[src/rtl/mmss_bcd_counter_if.sv]
// Control and BCD-digit bundle between the timer state machine, the mm:ss
// counter and the VGA painter stage.
interface mmss_bcd_counter_if;
    logic       enable;
    logic       forward;
    logic       inc_seconds;
    logic       inc_minutes;
    logic [3:0] sec_unit;
    logic [3:0] sec_dec;
    logic [3:0] min_unit;
    logic [3:0] min_dec;
    logic       tick;
    logic       finish;

    modport master (
        output enable, forward, inc_seconds, inc_minutes,
        input  sec_unit, sec_dec, min_unit, min_dec, tick, finish
    );

    modport slave (
        input  enable, forward, inc_seconds, inc_minutes,
        output sec_unit, sec_dec, min_unit, min_dec, tick, finish
    );
endinterface

[src/rtl/mmss_bcd_counter.sv]
// mm:ss BCD up/down counter ticking once per TICK_DIV clocks, with set pulses
// while paused. Optional macro MMSS_UP_LIMIT_EN makes count-up saturate at 59:59.
module mmss_bcd_counter #(
    parameter int unsigned TICK_DIV = 50000000,
    parameter int unsigned PRESC_W  = 26
) (
    input  logic              clk,
    input  logic              reset,
    mmss_bcd_counter_if.slave bus
);

    localparam logic [PRESC_W-1:0] TICK_LAST_C = PRESC_W'(TICK_DIV - 1);

    // Each pair is {tens, units}; tens never exceeds 5.
    logic [7:0]         sec_r;
    logic [7:0]         min_r;
    logic               fin_r;
    logic               tick_r;
    logic [PRESC_W-1:0] presc_r;

    logic [7:0]         sec_nx_s;
    logic [7:0]         min_nx_s;
    logic               fin_nx_s;
    logic [PRESC_W-1:0] presc_nx_s;
    logic               tick_ev_s;
    logic               set_ev_s;
    logic               at_zero_s;
    logic               at_one_s;
    logic               at_max_s;

    // Top of a 00..59 BCD pair; out-of-range codes also count as top so they wrap to 00.
    function automatic logic bcd_is_max(input logic [7:0] v);
        logic r;
        if ((v[7:4] >= 4'd5) && (v[3:0] >= 4'd9)) begin
            r = 1'b1;
        end else begin
            r = 1'b0;
        end
        return r;
    endfunction

    // Increment a 00..59 BCD pair with wrap to 00.
    function automatic logic [7:0] bcd_inc60(input logic [7:0] v);
        logic [7:0] r;
        if (v[3:0] >= 4'd9) begin
            if (v[7:4] >= 4'd5) begin
                r = 8'h00;
            end else begin
                r = {v[7:4] + 4'd1, 4'd0};
            end
        end else begin
            r = {v[7:4], v[3:0] + 4'd1};
        end
        return r;
    endfunction

    // Decrement a 00..59 BCD pair with wrap to 59.
    function automatic logic [7:0] bcd_dec60(input logic [7:0] v);
        logic [7:0] r;
        if ((v[3:0] == 4'd0) || (v[3:0] > 4'd9)) begin
            if ((v[7:4] == 4'd0) || (v[7:4] > 4'd5)) begin
                r = 8'h59;
            end else begin
                r = {v[7:4] - 4'd1, 4'd9};
            end
        end else begin
            r = {v[7:4], v[3:0] - 4'd1};
        end
        return r;
    endfunction

    // Tick event and set-pulse qualification from the current state.
    always_comb begin
        tick_ev_s = bus.enable && (presc_r == TICK_LAST_C);
        set_ev_s  = !bus.enable && (bus.inc_seconds || bus.inc_minutes);
        at_zero_s = (sec_r == 8'h00) && (min_r == 8'h00);
        at_one_s  = (sec_r == 8'h01) && (min_r == 8'h00);
        at_max_s  = bcd_is_max(sec_r) && bcd_is_max(min_r);
    end

    // Prescaler next value; a pause keeps the partial second.
    always_comb begin
        presc_nx_s = presc_r;
        if (bus.enable) begin
            if (presc_r == TICK_LAST_C) begin
                presc_nx_s = '0;
            end else begin
                presc_nx_s = presc_r + PRESC_W'(1);
            end
        end else begin
            presc_nx_s = presc_r;
        end
    end

    // Digit and finish next values: tick counting, or set pulses while paused.
    always_comb begin
        sec_nx_s = sec_r;
        min_nx_s = min_r;
        fin_nx_s = fin_r;
        if (tick_ev_s) begin
            if (bus.forward) begin
                if (at_max_s) begin
`ifdef MMSS_UP_LIMIT_EN
                    fin_nx_s = 1'b1;
`else
                    sec_nx_s = 8'h00;
                    min_nx_s = 8'h00;
`endif
                end else begin
                    sec_nx_s = bcd_inc60(sec_r);
                    if (bcd_is_max(sec_r)) begin
                        min_nx_s = bcd_inc60(min_r);
                    end else begin
                        min_nx_s = min_r;
                    end
                end
            end else begin
                if (at_zero_s) begin
                    fin_nx_s = 1'b1;
                end else begin
                    sec_nx_s = bcd_dec60(sec_r);
                    if (sec_r == 8'h00) begin
                        min_nx_s = bcd_dec60(min_r);
                    end else begin
                        min_nx_s = min_r;
                    end
                    // Landing on 00:00 raises finish on the same edge.
                    if (at_one_s) begin
                        fin_nx_s = 1'b1;
                    end else begin
                        fin_nx_s = fin_r;
                    end
                end
            end
        end else if (set_ev_s) begin
            if (bus.inc_seconds) begin
                sec_nx_s = bcd_inc60(sec_r);
            end else begin
                sec_nx_s = sec_r;
            end
            if (bus.inc_minutes) begin
                min_nx_s = bcd_inc60(min_r);
            end else begin
                min_nx_s = min_r;
            end
            fin_nx_s = 1'b0;
        end else begin
            fin_nx_s = fin_r;
        end
    end

    // State registers; reset overrides everything.
    always_ff @(posedge clk) begin
        if (reset) begin
            presc_r <= '0;
            sec_r   <= 8'h00;
            min_r   <= 8'h00;
            fin_r   <= 1'b0;
            tick_r  <= 1'b0;
        end else begin
            presc_r <= presc_nx_s;
            sec_r   <= sec_nx_s;
            min_r   <= min_nx_s;
            fin_r   <= fin_nx_s;
            tick_r  <= tick_ev_s;
        end
    end

    assign bus.sec_unit = sec_r[3:0];
    assign bus.sec_dec  = sec_r[7:4];
    assign bus.min_unit = min_r[3:0];
    assign bus.min_dec  = min_r[7:4];
    assign bus.tick     = tick_r;
    assign bus.finish   = fin_r;

endmodule

[src/flat_wrapper.sv]
// flat-port wrapper written by rule: the top's interface ports become plain ports
module mmss_bcd_counter_flat 
#(
    parameter int unsigned TICK_DIV = 50000000,
    parameter int unsigned PRESC_W  = 26
)
  (clk, reset, bus_enable, bus_forward, bus_inc_seconds, bus_inc_minutes, bus_sec_unit, bus_sec_dec, bus_min_unit, bus_min_dec, bus_tick, bus_finish);
  mmss_bcd_counter_if bus_i ();
  input  logic clk;
  input  logic reset;
  input wire logic [$bits(bus_i.enable)-1:0] bus_enable;
  input wire logic [$bits(bus_i.forward)-1:0] bus_forward;
  input wire logic [$bits(bus_i.inc_seconds)-1:0] bus_inc_seconds;
  input wire logic [$bits(bus_i.inc_minutes)-1:0] bus_inc_minutes;
  output wire logic [$bits(bus_i.sec_unit)-1:0] bus_sec_unit;
  output wire logic [$bits(bus_i.sec_dec)-1:0] bus_sec_dec;
  output wire logic [$bits(bus_i.min_unit)-1:0] bus_min_unit;
  output wire logic [$bits(bus_i.min_dec)-1:0] bus_min_dec;
  output wire logic [$bits(bus_i.tick)-1:0] bus_tick;
  output wire logic [$bits(bus_i.finish)-1:0] bus_finish;
  assign bus_i.enable = bus_enable;
  assign bus_i.forward = bus_forward;
  assign bus_i.inc_seconds = bus_inc_seconds;
  assign bus_i.inc_minutes = bus_inc_minutes;
  assign bus_sec_unit = bus_i.sec_unit;
  assign bus_sec_dec = bus_i.sec_dec;
  assign bus_min_unit = bus_i.min_unit;
  assign bus_min_dec = bus_i.min_dec;
  assign bus_tick = bus_i.tick;
  assign bus_finish = bus_i.finish;
  mmss_bcd_counter #(.TICK_DIV(TICK_DIV), .PRESC_W(PRESC_W)) u_core (.clk(clk), .reset(reset), .bus(bus_i));
endmodule
[config.mk]
export PLATFORM = sky130hd
export DESIGN_NAME = mmss_bcd_counter_flat
export DESIGN_NICKNAME = d
export VERILOG_FILES = /design/src/rtl/mmss_bcd_counter_if.sv /design/src/rtl/mmss_bcd_counter.sv /design/src/flat_wrapper.sv
export SDC_FILE = /design/constraint.sdc
export NUM_CORES = 1
export LEC_CHECK = 0
export CORE_MARGIN = 1.5
export CORE_UTILIZATION = 50
export DETAILED_ROUTE_END_ITERATION = 10
export PLACE_DENSITY = 0.7
export SYNTH_ARGS = -nofsm -noshare
export SYNTH_HDL_FRONTEND = slang
export SYNTH_SLANG_ARGS = --single-unit
[constraint.sdc]
create_clock -name clk -period 2.8 [get_ports clk]
set_input_delay 0.56 -clock clk [delete_from_list [all_inputs] [get_ports clk]]
set_output_delay 0.56 -clock clk [all_outputs]
set_load 0.05 [all_outputs]
==> results.yml, run 1 <==
clocking:
  cts_setup_buffers: 0
  htreeDepth: 2
  cts_tree: "yes"
  cts_buffers: 5
  hold_buffers: 0
  cts.sinks: 44
  clockBufferDepth: 2
  clkSlewWorstSetupHoldPaths_ps: 90
  clkLatencyLatePin_ps: 300
  cts_root_buffer: "clkbuf_8"
  ctsResizeCount: 0
final_layout:
  fin_cells: 469
  antennaDiodeCount: 0
  nNetsFinal: 415
  areaGrowthSynthToFinish_pct: 14.5
  final_area_um2: 3340
  final_common_cell: "nor2_1"
  drive_above_1_share_pct: 6.55
  mostFrequentLayoutCells: "nor2_1, dfxtp_1, nand2_1, clkdlybuf4s50_1, nand3_1"
routing:
  drc_errors: 0
  drt_iter0_markers: 201
  drt_wl_total_mm: 7.02
  firstDrtPassIters: 7
  drtAntennaViolNets: 0
  dr_total_vias: 2767
  vias_per_cell: 5.90
  wl_per_cell_um: 15.0
floorplanning:
  placementRows: 27
  core_um2: 5570
  io_pins: 24
  die_h_um: 79.4
  dieArea_um2: 6310
  start_util_pct: 52.4
  dieWidth_um: 79.4
synthesis:
  syn_avg_cell_area_um2: 7.79
  synthCells: 375
  ys_ff_latch: 44
  synthFlopType: "dfxtp_1"
  synth_edf_count: 0
  synthArstFlopShare_pct: 0
  synth_cell_types: 58
  syn_area_um2: 2920
  syn_nets: 394
  synth_seq_area_share_pct: 30.2
  yosysWarnings: 0
setup_path:
  end_kind: "register"
  crit_top_cell: "inv_1"
  cp_num_buf_inv: 2
  worstPathArrival_ps: 2740
  max_stage_delay_ps: 440
  crit_path_top_delay_cell: "a32oi_1"
  critPathLaunchType: "register"
  cp.required_ps: 3010
  crit_chain: "inv_1 > ha_1 > nor3b_1 > nand3_1 > a32oi_1 > o21a_1 > inv_1 > a311oi_1"
  crit_type: "reg2reg"
  worstPathMaxFanout: 7
  critical_path.top_delay_family: "compound AO/OA/AOI/OAI gates"
pwr:
  powerDensity_nw_per_um2: 417
  vdd_drop_max_uv: 301
  p_leak_nw: 1.17
sta:
  fin_crit_ps: 2530
  min_period_over_period_pct: 90.5
  slew_violations: 0
  fmax_mhz: 394
  setup_viol: 0
  skew_ps: 6.58
  final.setup.tns_ps: 0
  hold_violations: 0
  worst_pin_slew_ps: 689
  rsz0062_at_grt: "false"
  max-slew-margin-rel_pct: 53.7
outcome:
  status: "completed"
global_routing:
  grt_pass1_wl_mm: 11.7
  antenna_found_initial: 0
  first_global_vias: 2568
  grt_overflow: 0
  grt_usage_pct: 23.0
  grt_max_degree: 24
place:
  gp_congestion: 0.826
  port_buffers: 23
  place_area_um2: 3240
  dp.cells: 461
  dp_hpwl_mm: 5.01
run:
  cap_viol_max_count: 0
hold_path:
  hold_path_class: "reg2reg"
-- layer usage --
metal	part of all wire, %	global-route usage [%]
met4	1.7	7.02
met1	46	28.7
met2	50	40.7
met3	2.9	3.20
met5	0	0
-- cells in the mapped netlist (4+ instances only) --
| cell | instances | share of area [%] |
|---|---|---|
| xor2_1 | 17 | 5.1 |
| nor3_1 | 16 | 2.7 |
| clkbuf_1 | 14 | 1.8 |
| nand3_1 | 21 | 3.6 |
| nor2_1 | 53 | 6.8 |
| nand2b_1 | 10 | 2.1 |
| ha_1 | 13 | 5.6 |
| mux2i_1 | 4 | 1.4 |
| nor2b_1 | 7 | 1.5 |
| a21oi_1 | 19 | 3.3 |
| inv_1 | 16 | 2.1 |
| o21ai_0 | 14 | 2.4 |
| nand2_1 | 26 | 3.3 |
| nand4_1 | 10 | 2.1 |
| a211oi_1 | 8 | 2.1 |
| xnor2_1 | 9 | 2.7 |
| nor3b_1 | 4 | 1.0 |
| dfxtp_1 | 44 | 30 |
-- power breakdown --
group          switching, W  internal (W)
registers         0.0000289      0.000641
logic              0.000183      0.000108
clock network      0.000233      0.000200
-- area by class of cell --
class	count	area [um^2]
Clock buffer	6	82.6
Clock inverter	2	15.0
Fill cell	522	2230
Inverter	16	60.1
Multi-Input combinational cell	296	1910
Sequential cell	44	881
Tap cell	72	90.1
Timing Repair Buffer	33	305
-- stage by stage --
| step | setup WS [ps] | util (%) | total power [W] | hold slack, ps |
|---|---|---|---|---|
| floorplan | 233 | - | 0.000886 | 463 |
| global placement | 271 | 58.1 | 0.000967 | 480 |
| detailed placement | 205 | 58.1 | 0.000970 | 488 |
| CTS | 180 | 59.8 | 0.00140 | 502 |
| global route | 93.2 | 60.0 | 0.00147 | 557 |
| finish | 265 | 60.0 | 0.00139 | 503 |
-- final timing paths --
check / end / cells past startpoint / slack, ps / startpoint
max: u_core.min_r[3] / 8 / 270 / u_core.min_r[1]
min: u_core.presc_r[1] / 2 / 500 / u_core.presc_r[1]
max reg2reg: u_core.min_r[3] / 8 / 270 / u_core.min_r[1]
min reg2reg: u_core.presc_r[1] / 2 / 500 / u_core.presc_r[1]
-- state kept, by name, summed over array words and instances, names as in the netlist --
register / count
u_core.presc_r: 26
u_core.min_r: 8
u_core.sec_r: 8
u_core.bus.finish: 1
u_core.bus.tick: 1
-- cells by family (layout without fill, tap and decap cells) --
group / after synthesis / count (layout) / synth area share (%)
adders and majority gates: 13 / 13 / 5.57
DFF: 44 / 44 / 30.2
AOI/OAI and AO/OA: 76 / 76 / 17.7
xor gates and xnor gates: 26 / 26 / 7.80
muxes: 4 / 4 / 1.37
and+or+nand+nor: 177 / 177 / 32.7
buffers and inverters: 35 / 57 / 4.71
-- tightest hold or removal path: cells and delay by family (launching register included) --
family / cells / cell delay, ps
AND/OR/NAND/NOR: 1 / 70
AO/OA/AOI/OAI: 1 / 60
flip-flops: 1 / 330
Note: power is estimated with default switching activity, not from simulation.
==> run 2, diff against run 1 <==
--- a/config.mk
+++ b/config.mk
@@ -5,9 +5,11 @@
 export SDC_FILE = /design/constraint.sdc
 export NUM_CORES = 1
 export LEC_CHECK = 0
+export CORE_ASPECT_RATIO = 0.6
 export CORE_MARGIN = 1.5
 export CORE_UTILIZATION = 50
 export DETAILED_ROUTE_END_ITERATION = 10
+export HOLD_SLACK_MARGIN = 0.03
 export PLACE_DENSITY = 0.7
 export SYNTH_ARGS = -nofsm -noshare
 export SYNTH_HDL_FRONTEND = slang
==> run 2 against run 1 <==
  * Power grew 11%
  * Die area grew 0.23%
  * Cell area increased by 1.7%
  * First-iteration DRC count decreased by 34%
  * Worst setup slack lost 47 ps
  * Critical path depth unchanged
  * Non-clock buffer count is 3 higher
  * Clock-buffer cell count shrank 1
  * Utilization up 0.76 points
  * Register-to-register slack got worse by 50 ps
  * Critical path type unchanged
  * Critical endpoint is now u_core.sec_r[4]
==> results.yml, run 2 (synthesized netlist as in run 1, its figures left out) <==
routing:
  top_layer: "met4"
  dr_total_vias: 2754
  firstDrtPassIters: 4
  wl_met1_mm: 3.78
  wl_per_cell_um: 14.4
  drtAntennaViolNets: 0
  wl_met2_mm: 2.55
  vias_per_cell: 5.75
  drt_wl_total_mm: 6.90
  drc_errors: 0
  met3WireLength_um: 484
  drt_iter0_markers: 132
floorplanning:
  start_util_pct: 52.2
  core_um2: 5600
  io_pins: 24
  dieWidth_um: 102
  die_h_um: 62.2
  dieArea_um2: 6320
  placementRows: 21
setup_path:
  crit_path_top_delay_cell: "o41ai_1"
  cp.required_ps: 3000
  worstPathMaxFanout: 9
  end_kind: "register"
  r2r_end: "u_core.sec_r[4]"
  worstPathArrival_ps: 2780
  r2r_start: "u_core.sec_r[4]"
  r2r_cells: 8
  critical_path.top_delay_family: "compound AO/OA/AOI/OAI gates"
  rrSetupSlack_ps: 220
  cp_num_buf_inv: 1
  crit_type: "reg2reg"
  critPathLaunchType: "register"
  max_stage_delay_ps: 540
  crit_chain: "inv_1 > ha_1 > nand2b_1 > a21oi_1 > o41ai_1 > nand3_1 > and2_1 > o31a_1"
global_routing:
  grt_usage_pct: 23.6
  antenna_found_initial: 0
  grt_overflow: 0
  first_global_vias: 2517
  grt_pass1_wl_mm: 11.9
  grt_max_degree: 24
clocking:
  cts_root_buffer: "clkbuf_8"
  htreeDepth: 2
  cts.sinks: 44
  ctsResizeCount: 0
  clkLatencyLatePin_ps: 310
  cts_tree: "yes"
  cts_setup_buffers: 0
  clockBufferDepth: 2
  clkSlewWorstSetupHoldPaths_ps: 90
  hold_buffers: 0
  cts_buffers: 5
sta:
  min_period_over_period_pct: 92.2
  fin_crit_ps: 2580
  setup_viol: 0
  slew_violations: 0
  fmax_mhz: 387
  hold_violations: 0
  rsz0062_at_grt: "false"
  max-slew-margin-rel_pct: 66.6
  skew_ps: 4.77
  final.setup.tns_ps: 0
  setup_slack_ps: 218
  worst_pin_slew_ps: 499
final_layout:
  mostFrequentLayoutCells: "nor2_1, dfxtp_1, nand2_1, clkdlybuf4s50_1, nand3_1"
  final_area_um2: 3400
  antennaDiodeCount: 0
  largest_registers: "u_core.presc_r (26), u_core.min_r (8), u_core.sec_r (8)"
  final_core_util_pct: 60.7
  nNetsFinal: 418
  final_common_cell: "nor2_1"
  top_register: "u_core.presc_r"
  largest_register_ffs: 26
  areaGrowthSynthToFinish_pct: 16.4
  drive_above_1_share_pct: 6.77
hold_path:
  whs_endpoint: "u_core.presc_r[1]"
  min_path_cells: 2
  hold_path_class: "reg2reg"
  min_from: "u_core.presc_r[1]"
place:
  port_buffers: 23
  gp_congestion: 0.908
  place_area_um2: 3270
  dp_hpwl_mm: 5.03
  dp_slack_ps: 323
pwr:
  powerDensity_nw_per_um2: 454
  vdd_drop_max_uv: 257
  p_leak_nw: 1.21
  report.power.total_w: 0.00154
outcome:
  status: "completed"
run:
  cap_viol_max_count: 0
## run 2: cell types whose count changed in the layout (fill, tap and decap cells not counted)
cell	previous run	this run
o41ai_1	1	2
buf_4	10	13
bufinv_16	0	2
clkbuf_8	6	5
clkinvlp_4	2	0
o41ai_2	1	0
## run 2: how the worst max path moves through the flow
stage	startpoint	endpoint	slack, ps	cells past startpoint
3_5_place_dp	bus_enable	u_core.presc_r[21]	320	8
6_report	u_core.sec_r[4]	u_core.sec_r[4]	220	8
2_1_floorplan	u_core.min_r[0]	u_core.sec_r[4]	230	9
5_1_grt	u_core.sec_r[4]	u_core.min_r[6]	8	8
3_3_place_gp	u_core.sec_r[4]	u_core.min_r[1]	380	7
4_1_cts	u_core.sec_r[4]	u_core.sec_r[4]	290	8
## run 2: final cells by class
cell class | instances | area (um^2)
Sequential cell | 44 | 881
Multi-Input combinational cell | 296 | 1900
Timing Repair Buffer | 36 | 328
Clock buffer | 5 | 68.8
Inverter | 16 | 60.1
Fill cell | 512 | 2200
Clock inverter | 2 | 60.1
Tap cell | 80 | 100
## run 2: where the power goes
group / leakage (nW) / switching (W) / internal [W]
clock network: 0.0642 / 0.000234 / 0.000351
registers: 0.357 / 0.0000291 / 0.000641
logic: 0.784 / 0.000179 / 0.000109
## run 2: layer usage
metal  vias to the layer above  track usage [%]
met3                        14             3.83
li1                       1392                -
met5                         -                0
met2                        93             29.9
met1                      1255             39.1
met4                         0             6.77
## run 2: worst min-delay path: cells and delay by family (launching register included)
kind	cells	cell delay (ps)
flip-flops	1	340
AND/OR/NAND/NOR	1	70
AO/OA/AOI/OAI	1	50
## run 2: stage by stage
stage               hold slack [ps]  std cells
finish                          503        479
detailed placement              489        472
floorplan                       463        375
global placement                481        472
global route                    537        479
CTS                             504        479
==> run 3, diff against run 2 <==
--- a/config.mk
+++ b/config.mk
@@ -11,6 +11,7 @@
 export DETAILED_ROUTE_END_ITERATION = 10
 export HOLD_SLACK_MARGIN = 0.03
 export PLACE_DENSITY = 0.7
+export SETUP_SLACK_MARGIN = 0.2
 export SYNTH_ARGS = -nofsm -noshare
 export SYNTH_HDL_FRONTEND = slang
 export SYNTH_SLANG_ARGS = --single-unit
==> run 3 against run 2 <==
  * Via count grew 0.40%
  * Die area is the same
  * Worst setup slack gained 110 ps
  * Final cell count grew 0.84%
  * Non-clock buffer count grew 4
  * Flip-flop and latch count is the same
  * Critical path type unchanged
  * Largest cell class unchanged
==> results.yml, run 3 (synthesized netlist as in run 1, its figures left out) <==
floorplanning:
  placementRows: 21
  dieArea_um2: 6320
  core_um2: 5600
  io_pins: 24
  die_h_um: 62.2
  start_util_pct: 52.2
  dieWidth_um: 102
pwr:
  powerDensity_nw_per_um2: 446
  vdd_drop_max_uv: 255
  p_sw_share_pct: 28.7
  power_frac_seq_pct: 43.1
  power.switching_w: 0.000447
  p_comb_share_pct: 19.5
  p_leak_nw: 1.23
  clkPwrFrac_pct: 37.3
  p_int_w: 0.00111
sta:
  setup_viol: 0
  slew_violations: 0
  skew_ps: 6.70
  holdWs_ps: 503
  hold_violations: 0
  rsz0062_at_grt: "false"
  max-slew-margin-rel_pct: 66.6
  fin_crit_ps: 2480
  final.setup.tns_ps: 0
  setup_slack_ps: 325
  min_period_over_period_pct: 88.4
  fmax_mhz: 404
  worst_pin_slew_ps: 499
final_layout:
  regArea_um2: 882
  multi_input_area_um2: 1960
  mostFrequentLayoutCells: "nor2_1, dfxtp_1, nand2_1, clkdlybuf4s50_1, nand3_1"
  largest_register_ffs: 26
  fillers: 505
  nNetsFinal: 422
  final_common_cell: "nor2_1"
  areaGrowthSynthToFinish_pct: 19.3
  drive_above_1_share_pct: 9.18
  antennaDiodeCount: 0
  top_register: "u_core.presc_r"
  largest_registers: "u_core.presc_r (26), u_core.min_r (8), u_core.sec_r (8)"
run:
  cap_viol_max_count: 0
place:
  port_buffers: 23
  gp_congestion: 0.908
  dp_hpwl_mm: 5.03
  dp_slack_ps: 323
global_routing:
  grt_max_degree: 24
  grt_overflow: 0
  antenna_found_initial: 0
  first_global_vias: 2517
  grt_usage_pct: 23.6
  grt_pass1_wl_mm: 11.9
setup_path:
  crit_chain: "inv_1 > ha_1 > nand2b_1 > o21ai_0 > o41ai_2 > nand3_1 > and2_1 > o31a_1"
  end_kind: "register"
  worstPathMaxFanout: 6
  cp_num_buf_inv: 1
  rrSetupSlack_ps: 320
  critPathLaunchType: "register"
  max_stage_delay_ps: 470
  worstPathArrival_ps: 2670
  crit_path_top_delay_cell: "o41ai_2"
  critical_path.top_delay_family: "compound AO/OA/AOI/OAI gates"
  cp.required_ps: 2990
  crit_type: "reg2reg"
outcome:
  status: "completed"
routing:
  drtAntennaViolNets: 0
  wl_per_cell_um: 14.5
  firstDrtPassIters: 5
  dr_total_vias: 2765
  drc_errors: 0
  drt_wl_total_mm: 7.02
  vias_per_cell: 5.72
  drt_iter0_markers: 143
clocking:
  cts_root_buffer: "clkbuf_8"
  cts_tree: "yes"
  clockBufferDepth: 2
  cts_buffers: 5
  clkSlewWorstSetupHoldPaths_ps: 90
  clkLatencyLatePin_ps: 300
  cts.sinks: 44
  htreeDepth: 2
  hold_buffers: 0
hold_path:
  hold_path_class: "reg2reg"
[run 3: layer usage]
layer | part of all wire [%] | wire length (um) | vias up | GRT usage (%)
li1 | - | - | 1395 | -
met4 | 1.2 | 82 | 0 | 6.77
met1 | 55 | 3870 | 1266 | 39.1
met5 | 0 | 0 | - | 0
met2 | 37 | 2610 | 95 | 29.9
met3 | 6.5 | 457 | 9 | 3.83
[run 3: path summary, 6_finish.rpt]
check,from,to,depth (start not counted)
hold reg to reg,u_core.presc_r[1],u_core.presc_r[1],2
setup / recovery,u_core.sec_r[1],u_core.sec_r[4],8
setup reg to reg,u_core.sec_r[1],u_core.sec_r[4],8
hold / removal,u_core.presc_r[1],u_core.presc_r[1],2
[run 3: final cells by class]
class	count	share of cell area (%)
clock buffer	5	1.97
clock inverter	2	1.72
inverter	16	1.72
multi-input combinational	296	56.1
sequential	44	25.3
tap	80	2.87
timing repair buffer	40	10.3
[run 3: worst reg2reg max path, stage by stage (launching register included)]
cell      delay [ps]
dfxtp_1          410
inv_1            100
ha_1             250
nand2b_1         180
o21ai_0          210
o41ai_2          470
nand3_1          270
and2_1           210
o31a_1           270
[run 3: repair_timing]
action                                  in CTS  in global routing
buffers inserted                             0                  4
gates resized for setup                      0                  9
endpoints found under the hold margin        0                  0
endpoints found under the setup margin       0                 11
[run 3: stage by stage]
| stage | utilization (%) | instances | instance area (um^2) | total power (W) |
|---|---|---|---|---|
| final | 62.3 | 483 | 3480 | 0.00155 |
| after global routing | 62.3 | 483 | 3480 | 0.00162 |
| after CTS | 60.7 | 479 | 3400 | 0.00154 |
| after detailed placement | 58.4 | 472 | 3270 | 0.000968 |
| after global placement | 58.4 | 472 | 3270 | 0.000966 |
| after floorplan | - | 375 | 2920 | 0.000886 |
[run 3: power groups by stage]
stage,clock network (W),logic (W),registers (W)
after floorplan,0,0.000167,0.000719
after global placement,0,0.000282,0.000684
after detailed placement,0,0.000284,0.000684
after CTS,0.000588,0.000286,0.000669
after global routing,0.000609,0.000334,0.000674
final,0.000580,0.000304,0.000670
